==> src/rtl/pc_sequencer_if.sv <==
// Control/status bundle between the datapath and pc_sequencer.
// The slave modport is the sequencer side; master is the datapath/driver side.
interface pc_sequencer_if #(
  parameter int unsigned PC_W    = 10,
  parameter int unsigned IMM_W   = 32,
  parameter int unsigned PHASE_W = 3
);
  logic               run;
  logic               stall;
  logic               halt_req;
  logic               branch;
  logic               zero;
  logic               jump;
  logic [IMM_W-1:0]   imm;
  logic [PHASE_W-1:0] state;
  logic [PC_W-1:0]    pc;
  logic [PC_W-1:0]    pc_plus1;
  logic               busy;
  logic               retire;
  logic               halted;
  logic               fault;
  logic [31:0]        retire_count;

  modport master (
    output run, stall, halt_req, branch, zero, jump, imm,
    input  state, pc, pc_plus1, busy, retire, halted, fault, retire_count
  );

  modport slave (
    input  run, stall, halt_req, branch, zero, jump, imm,
    output state, pc, pc_plus1, busy, retire, halted, fault, retire_count
  );
endinterface

==> src/rtl/pc_sequencer.sv <==
// Phase sequencer and PC unit: steps phases per instruction, resolves branch/jump on the
// last phase, and reports retirement, halt and out-of-range faults.
module pc_sequencer #(
  parameter int unsigned PC_W       = 10,
  parameter int unsigned IMM_W      = 32,
  parameter int unsigned IMM_SHIFT  = 0,
  parameter int unsigned NUM_PHASES = 4,
  parameter int unsigned PHASE_W    = 3,
  parameter int unsigned IMEM_DEPTH = 1024,
  parameter int unsigned RESET_PC   = 0
) (
  input logic             i_clk,
  input logic             i_rst,
  pc_sequencer_if.slave   io_seq
);

  localparam int unsigned        ExtW      = (IMM_W > PC_W) ? IMM_W : PC_W;
  localparam logic [PHASE_W-1:0] LastPhase = PHASE_W'(NUM_PHASES - 1);
  localparam logic [PC_W-1:0]    ResetPc   = PC_W'(RESET_PC);

  typedef enum logic [1:0] {StIdle, StRun, StHalted} fsm_e;

  fsm_e               r_fsm, w_fsm_d;
  logic [PHASE_W-1:0] r_state, w_state_d;
  logic [PC_W-1:0]    r_pc, w_pc_d;
  logic               r_retire, w_retire_d;
  logic               r_fault, w_fault_d;
  logic               r_halt_pend, w_halt_pend_d;
  logic [31:0]        r_retire_count, w_retire_count_d;

  logic signed [ExtW-1:0] w_imm_ext;
  logic signed [ExtW-1:0] w_imm_sh;
  logic [PC_W-1:0]        w_pc_plus1;
  logic [PC_W-1:0]        w_target;
  logic [PC_W-1:0]        w_next;
  logic                   w_taken;
  logic                   w_oob;

  assign w_imm_ext  = ExtW'($signed(io_seq.imm));
  assign w_imm_sh   = w_imm_ext >>> IMM_SHIFT;
  assign w_pc_plus1 = r_pc + PC_W'(1);
  // Sum is formed at full width and truncated so the target wraps modulo 2**PC_W.
  assign w_target   = PC_W'(ExtW'(r_pc) + w_imm_sh);
  assign w_taken    = io_seq.jump | (io_seq.branch & io_seq.zero);
  assign w_next     = w_taken ? w_target : w_pc_plus1;
  assign w_oob      = 64'(w_next) >= 64'(IMEM_DEPTH);

  always_ff @(posedge i_clk) begin
    if (i_rst) begin
      r_fsm          <= StIdle;
      r_state        <= '0;
      r_pc           <= ResetPc;
      r_retire       <= 1'b0;
      r_fault        <= 1'b0;
      r_halt_pend    <= 1'b0;
      r_retire_count <= '0;
    end else begin
      r_fsm          <= w_fsm_d;
      r_state        <= w_state_d;
      r_pc           <= w_pc_d;
      r_retire       <= w_retire_d;
      r_fault        <= w_fault_d;
      r_halt_pend    <= w_halt_pend_d;
      r_retire_count <= w_retire_count_d;
    end
  end

  always_comb begin
    w_fsm_d          = r_fsm;
    w_state_d        = r_state;
    w_pc_d           = r_pc;
    w_retire_d       = 1'b0;
    w_fault_d        = r_fault;
    w_halt_pend_d    = r_halt_pend;
    w_retire_count_d = r_retire_count;

    unique case (r_fsm)
      StIdle: begin
        if (io_seq.run) begin
          w_fsm_d   = StRun;
          w_state_d = '0;
          w_pc_d    = ResetPc;
        end
      end

      StRun: begin
        // halt_req is remembered even across stalled edges.
        w_halt_pend_d = r_halt_pend | io_seq.halt_req;
        if (!io_seq.stall) begin
          if (r_state == LastPhase) begin
            w_state_d        = '0;
            w_retire_d       = 1'b1;
            w_retire_count_d = r_retire_count + 32'd1;
            if (w_oob) begin
              w_fault_d     = 1'b1;
              w_fsm_d       = StHalted;
              w_halt_pend_d = 1'b0;
            end else begin
              w_pc_d = w_next;
              if (r_halt_pend || io_seq.halt_req) begin
                w_fsm_d       = StHalted;
                w_halt_pend_d = 1'b0;
              end
            end
          end else begin
            w_state_d = r_state + PHASE_W'(1);
          end
        end
      end

      StHalted: ;

      default: w_fsm_d = StIdle;
    endcase
  end

  assign io_seq.state        = r_state;
  assign io_seq.pc           = r_pc;
  assign io_seq.pc_plus1     = w_pc_plus1;
  assign io_seq.busy         = (r_fsm == StRun);
  assign io_seq.retire       = r_retire;
  assign io_seq.halted       = (r_fsm == StHalted);
  assign io_seq.fault        = r_fault;
  assign io_seq.retire_count = r_retire_count;

endmodule

==> src/flat_wrapper.sv <==
// flat-port wrapper written by rule: the top's interface ports become plain ports
module pc_sequencer_flat 
#(
  parameter int unsigned PC_W       = 10,
  parameter int unsigned IMM_W      = 32,
  parameter int unsigned IMM_SHIFT  = 0,
  parameter int unsigned NUM_PHASES = 4,
  parameter int unsigned PHASE_W    = 3,
  parameter int unsigned IMEM_DEPTH = 1024,
  parameter int unsigned RESET_PC   = 0
)
  (i_clk, i_rst, io_seq_run, io_seq_stall, io_seq_halt_req, io_seq_branch, io_seq_zero, io_seq_jump, io_seq_imm, io_seq_state, io_seq_pc, io_seq_pc_plus1, io_seq_busy, io_seq_retire, io_seq_halted, io_seq_fault, io_seq_retire_count);
  pc_sequencer_if #(.PC_W(PC_W), .IMM_W(IMM_W), .PHASE_W(PHASE_W)) io_seq_i ();
  input logic i_clk;
  input logic i_rst;
  input wire logic [$bits(io_seq_i.run)-1:0] io_seq_run;
  input wire logic [$bits(io_seq_i.stall)-1:0] io_seq_stall;
  input wire logic [$bits(io_seq_i.halt_req)-1:0] io_seq_halt_req;
  input wire logic [$bits(io_seq_i.branch)-1:0] io_seq_branch;
  input wire logic [$bits(io_seq_i.zero)-1:0] io_seq_zero;
  input wire logic [$bits(io_seq_i.jump)-1:0] io_seq_jump;
  input wire logic [$bits(io_seq_i.imm)-1:0] io_seq_imm;
  output wire logic [$bits(io_seq_i.state)-1:0] io_seq_state;
  output wire logic [$bits(io_seq_i.pc)-1:0] io_seq_pc;
  output wire logic [$bits(io_seq_i.pc_plus1)-1:0] io_seq_pc_plus1;
  output wire logic [$bits(io_seq_i.busy)-1:0] io_seq_busy;
  output wire logic [$bits(io_seq_i.retire)-1:0] io_seq_retire;
  output wire logic [$bits(io_seq_i.halted)-1:0] io_seq_halted;
  output wire logic [$bits(io_seq_i.fault)-1:0] io_seq_fault;
  output wire logic [$bits(io_seq_i.retire_count)-1:0] io_seq_retire_count;
  assign io_seq_i.run = io_seq_run;
  assign io_seq_i.stall = io_seq_stall;
  assign io_seq_i.halt_req = io_seq_halt_req;
  assign io_seq_i.branch = io_seq_branch;
  assign io_seq_i.zero = io_seq_zero;
  assign io_seq_i.jump = io_seq_jump;
  assign io_seq_i.imm = io_seq_imm;
  assign io_seq_state = io_seq_i.state;
  assign io_seq_pc = io_seq_i.pc;
  assign io_seq_pc_plus1 = io_seq_i.pc_plus1;
  assign io_seq_busy = io_seq_i.busy;
  assign io_seq_retire = io_seq_i.retire;
  assign io_seq_halted = io_seq_i.halted;
  assign io_seq_fault = io_seq_i.fault;
  assign io_seq_retire_count = io_seq_i.retire_count;
  pc_sequencer #(.PC_W(PC_W), .IMM_W(IMM_W), .IMM_SHIFT(IMM_SHIFT), .NUM_PHASES(NUM_PHASES), .PHASE_W(PHASE_W), .IMEM_DEPTH(IMEM_DEPTH), .RESET_PC(RESET_PC)) u_core (.i_clk(i_clk), .i_rst(i_rst), .io_seq(io_seq_i));
endmodule
==> config.mk <==
export PLATFORM = sky130hd
export DESIGN_NAME = pc_sequencer_flat
export DESIGN_NICKNAME = d
export VERILOG_FILES = /design/src/rtl/pc_sequencer_if.sv /design/src/rtl/pc_sequencer.sv /design/src/flat_wrapper.sv
export SDC_FILE = /design/constraint.sdc
export NUM_CORES = 1
export LEC_CHECK = 0
export CORE_ASPECT_RATIO = 0.75
export CORE_MARGIN = 2
export CORE_UTILIZATION = 33
export DETAILED_ROUTE_END_ITERATION = 6
export PLACE_DENSITY_LB_ADDON = 0.05
export SLEW_MARGIN = 20
export SYNTH_ARGS = -nofsm -noshare
export SYNTH_HDL_FRONTEND = slang
export SYNTH_SLANG_ARGS = --single-unit
==> constraint.sdc <==
create_clock -name i_clk -period 3.1 [get_ports i_clk]
set_clock_uncertainty 0.2 [all_clocks]
set_input_delay 0.31 -clock i_clk [delete_from_list [all_inputs] [get_ports i_clk]]
set_output_delay 0.31 -clock i_clk [all_outputs]
set_load 0.01 [all_outputs]
==> results.toml <==
[global_route]
grt_pass1_vias = 2504
overflow = 0
grt_max_degree = 43
grt_pass1_wl_um = 12760
antenna_found_initial = 0
track_usage = 0.1627

[logic_synthesis]
synth_top_area_frac = 0.3457
synth_top_area_cell = "dfxtp_1"
ys_types = 60
synth_nets = 397
synth_edf_count = 0
synth-async-reset-ratio = 0
synthFlopType = "dfxtp_1"
syn_area_mm2 = 0.002838
seq_area_frac_synth = 0.3457
synth_seq_cells = 49
yosys_warnings = 0
netlist_instances = 344
ys_top_cells_by_area = "dfxtp_1 (35%), xnor2_1 (5.9%), ha_1 (5.3%)"
avgSynthCellArea_um2 = 8.249

[detailed_routing]
drt_first_iter_violations = 130
vias_per_cell = 5.207
drc = 0
wire_per_inst_um = 14.21
wirelength_um = 7559
first_pass_iters = 4
vias = 2770
antenna_left = 0

[timing]
rsz0062_at_grt = "no"
hold_viol = 0
setup_viol = 0
slew_viol_final = 0
worst_slew_pin_slew_ns = 0.6931
clock.fmax_mhz = 362.0
whs_ns = 0.2964
period_share = 0.8911
tns_ns = 0
relSlewSlack = 0.5331
period_minus_slack_ns = 2.763

[finish]
nets = 476
synthToLayoutAreaGrowth_pct = 36.64
drive_gt1_frac = 0.06604
num_antenna_cells = 0
final_core_util = 0.4606
design_area_mm2 = 0.003877

[worst_setup_path]
cp_max_fo = 8
worstSetupPathType = "flip-flop to output pin"
cp-start-kind = "flip-flop"
endpoint_kind = "output pin"
cp.arrival_ns = 2.25
required_ns = 2.59

[clock_tree]
clockBufferDepth = 2
clk_pin_slew_ns = 0.06
cts_root_buf = "clkbuf_16"
hold_buffers = 0
cts_buffers = 5
h-tree-depth = 2
clock_latency_ns = 0.28
cts_tree = "built"
cts_sinks = 49
post_cts_resized = 0
cts_setup_buffers = 0

[die]
start_util = 0.3371
die_h_um = 84.31
core_region_area_mm2 = 0.008418
io_pins = 99
die_w_um = 111.1
row_count = 29
die_area_mm2 = 0.009365

[place]
routabilityCongestion = 0.8122
dp_hpwl_um = 5690
portBuffers = 75
placed_cell_area_mm2 = 0.003737

[power]
p_leak_nw = 1.339
p_per_area_mw_per_mm2 = 323.5
finalPower_w = 0.001254
ir_drop_v = 0.0002396

[run]
maxCapViolations = 0

[run_status]
status = "complete, no violations"

[worst_hold_path]
holdCritPathClass = "flip-flop to flip-flop"
==> cells by family after synthesis <==
family                     count (synthesis)  share of synthesized area
and+or+nand+nor                          137                     0.2725
AOI/OAI and AO/OA                         83                     0.1821
DFF                                       49                     0.3457
buffers and inverters                     30                    0.04144
xor gates and xnor gates                  29                    0.08950
adders and majority gates                 13                    0.05996
muxes                                      2                   0.007495
other                                      1                   0.001321
==> final timing paths <==
| path | startpoint | endpoint | slack (ns) | cells past startpoint |
|---|---|---|---|---|
| min | u_core.io_seq.retire_count[1] | u_core.io_seq.retire_count[1] | 0.30 | 2 |
| max reg2reg | u_core.io_seq.pc[1] | u_core.io_seq.pc[9] | 0.50 | 6 |
| max | u_core.io_seq.pc[0] | io_seq_pc_plus1[8] | 0.34 | 5 |
| min reg2reg | u_core.io_seq.retire_count[1] | u_core.io_seq.retire_count[1] | 0.30 | 2 |
==> worst max-delay path: stages, from the launching register on <==
cell	delay, ns
dfxtp_1	0.48
ha_1	0.26
and4_1	0.27
and4_1	0.27
xor2_1	0.16
clkdlybuf4s50_1	0.55
==> placed cells by master, fill, tap and decap left out, drive strengths merged, types with 3 or more instances in the layout <==
cell            n
clkdlybuf4s50  75
dfxtp          49
nor2           29
a21oi          28
o21ai          21
xnor2          19
nand2          19
inv            18
nand3          17
ha             12
nor3           11
xor2           10
nand4          10
nor4           10
or3             9
buf             8
and3            7
clkbuf          7
and4            6
nor2b           4
nor3b           4
a31o            3
o21a            3
o31ai           3
a211oi          3
==> area by class of cell <==
cell class | count | area [um2]
clock buffers | 7 | 132.6
clock inverters | 1 | 7.507
fillers | 849 | 4541
inverters | 19 | 71.32
multi-input cells | 265 | 1739
flip-flops and latches | 49 | 980.9
well taps | 108 | 135.1
repair buffers | 83 | 810.8
==> metrics by stage <==
step	setup slack, ns	std cells
3_3_place_gp	0.3442	524
5_1_grt	0.2256	532
6_report	0.3374	532
2_1_floorplan	0.7471	344
3_5_place_dp	0.2564	524
4_1_cts	0.2930	532
==> cell usage after synthesis (4+ instances only) <==
cell	count
dfxtp_1	49
a21oi_1	28
nor2_1	28
o21ai_0	21
nand2_1	19
xnor2_1	19
inv_1	18
nand3_1	16
ha_1	12
nor3_1	11
xor2_1	10
nand4_1	9
nor4_1	9
or3_1	9
clkbuf_1	8
and3_1	7
and4_1	4
nor2b_1	4
==> where the power goes <==
part / switching [W] / internal [W]
Clock: 0.000225 / 0.000300
Sequential: 0.00000294 / 0.000632
Combinational: 0.0000493 / 0.0000451
Total: 0.000277 / 0.000977
==> state kept, by name (all words and copies together) (netlist names) <==
name and count:
u_core.io_seq.state 3, u_core.r_fsm 2, u_core.io_seq.retire 1, u_core.io_seq.retire_count 32
u_core.r_halt_pend 1, u_core.io_seq.pc 10
==> metal layers <==
| layer | track usage | vias up | routed length (um) |
|---|---|---|---|
| li1 | - | 1416 | - |
| met1 | 0.2654 | 1279 | 4244 |
| met2 | 0.2186 | 73 | 2858 |
| met3 | 0.03538 | 2 | 431 |
| met4 | 0.02357 | 0 | 24 |
| met5 | 0 | - | 0 |
(Power assumes the default switching activity.)
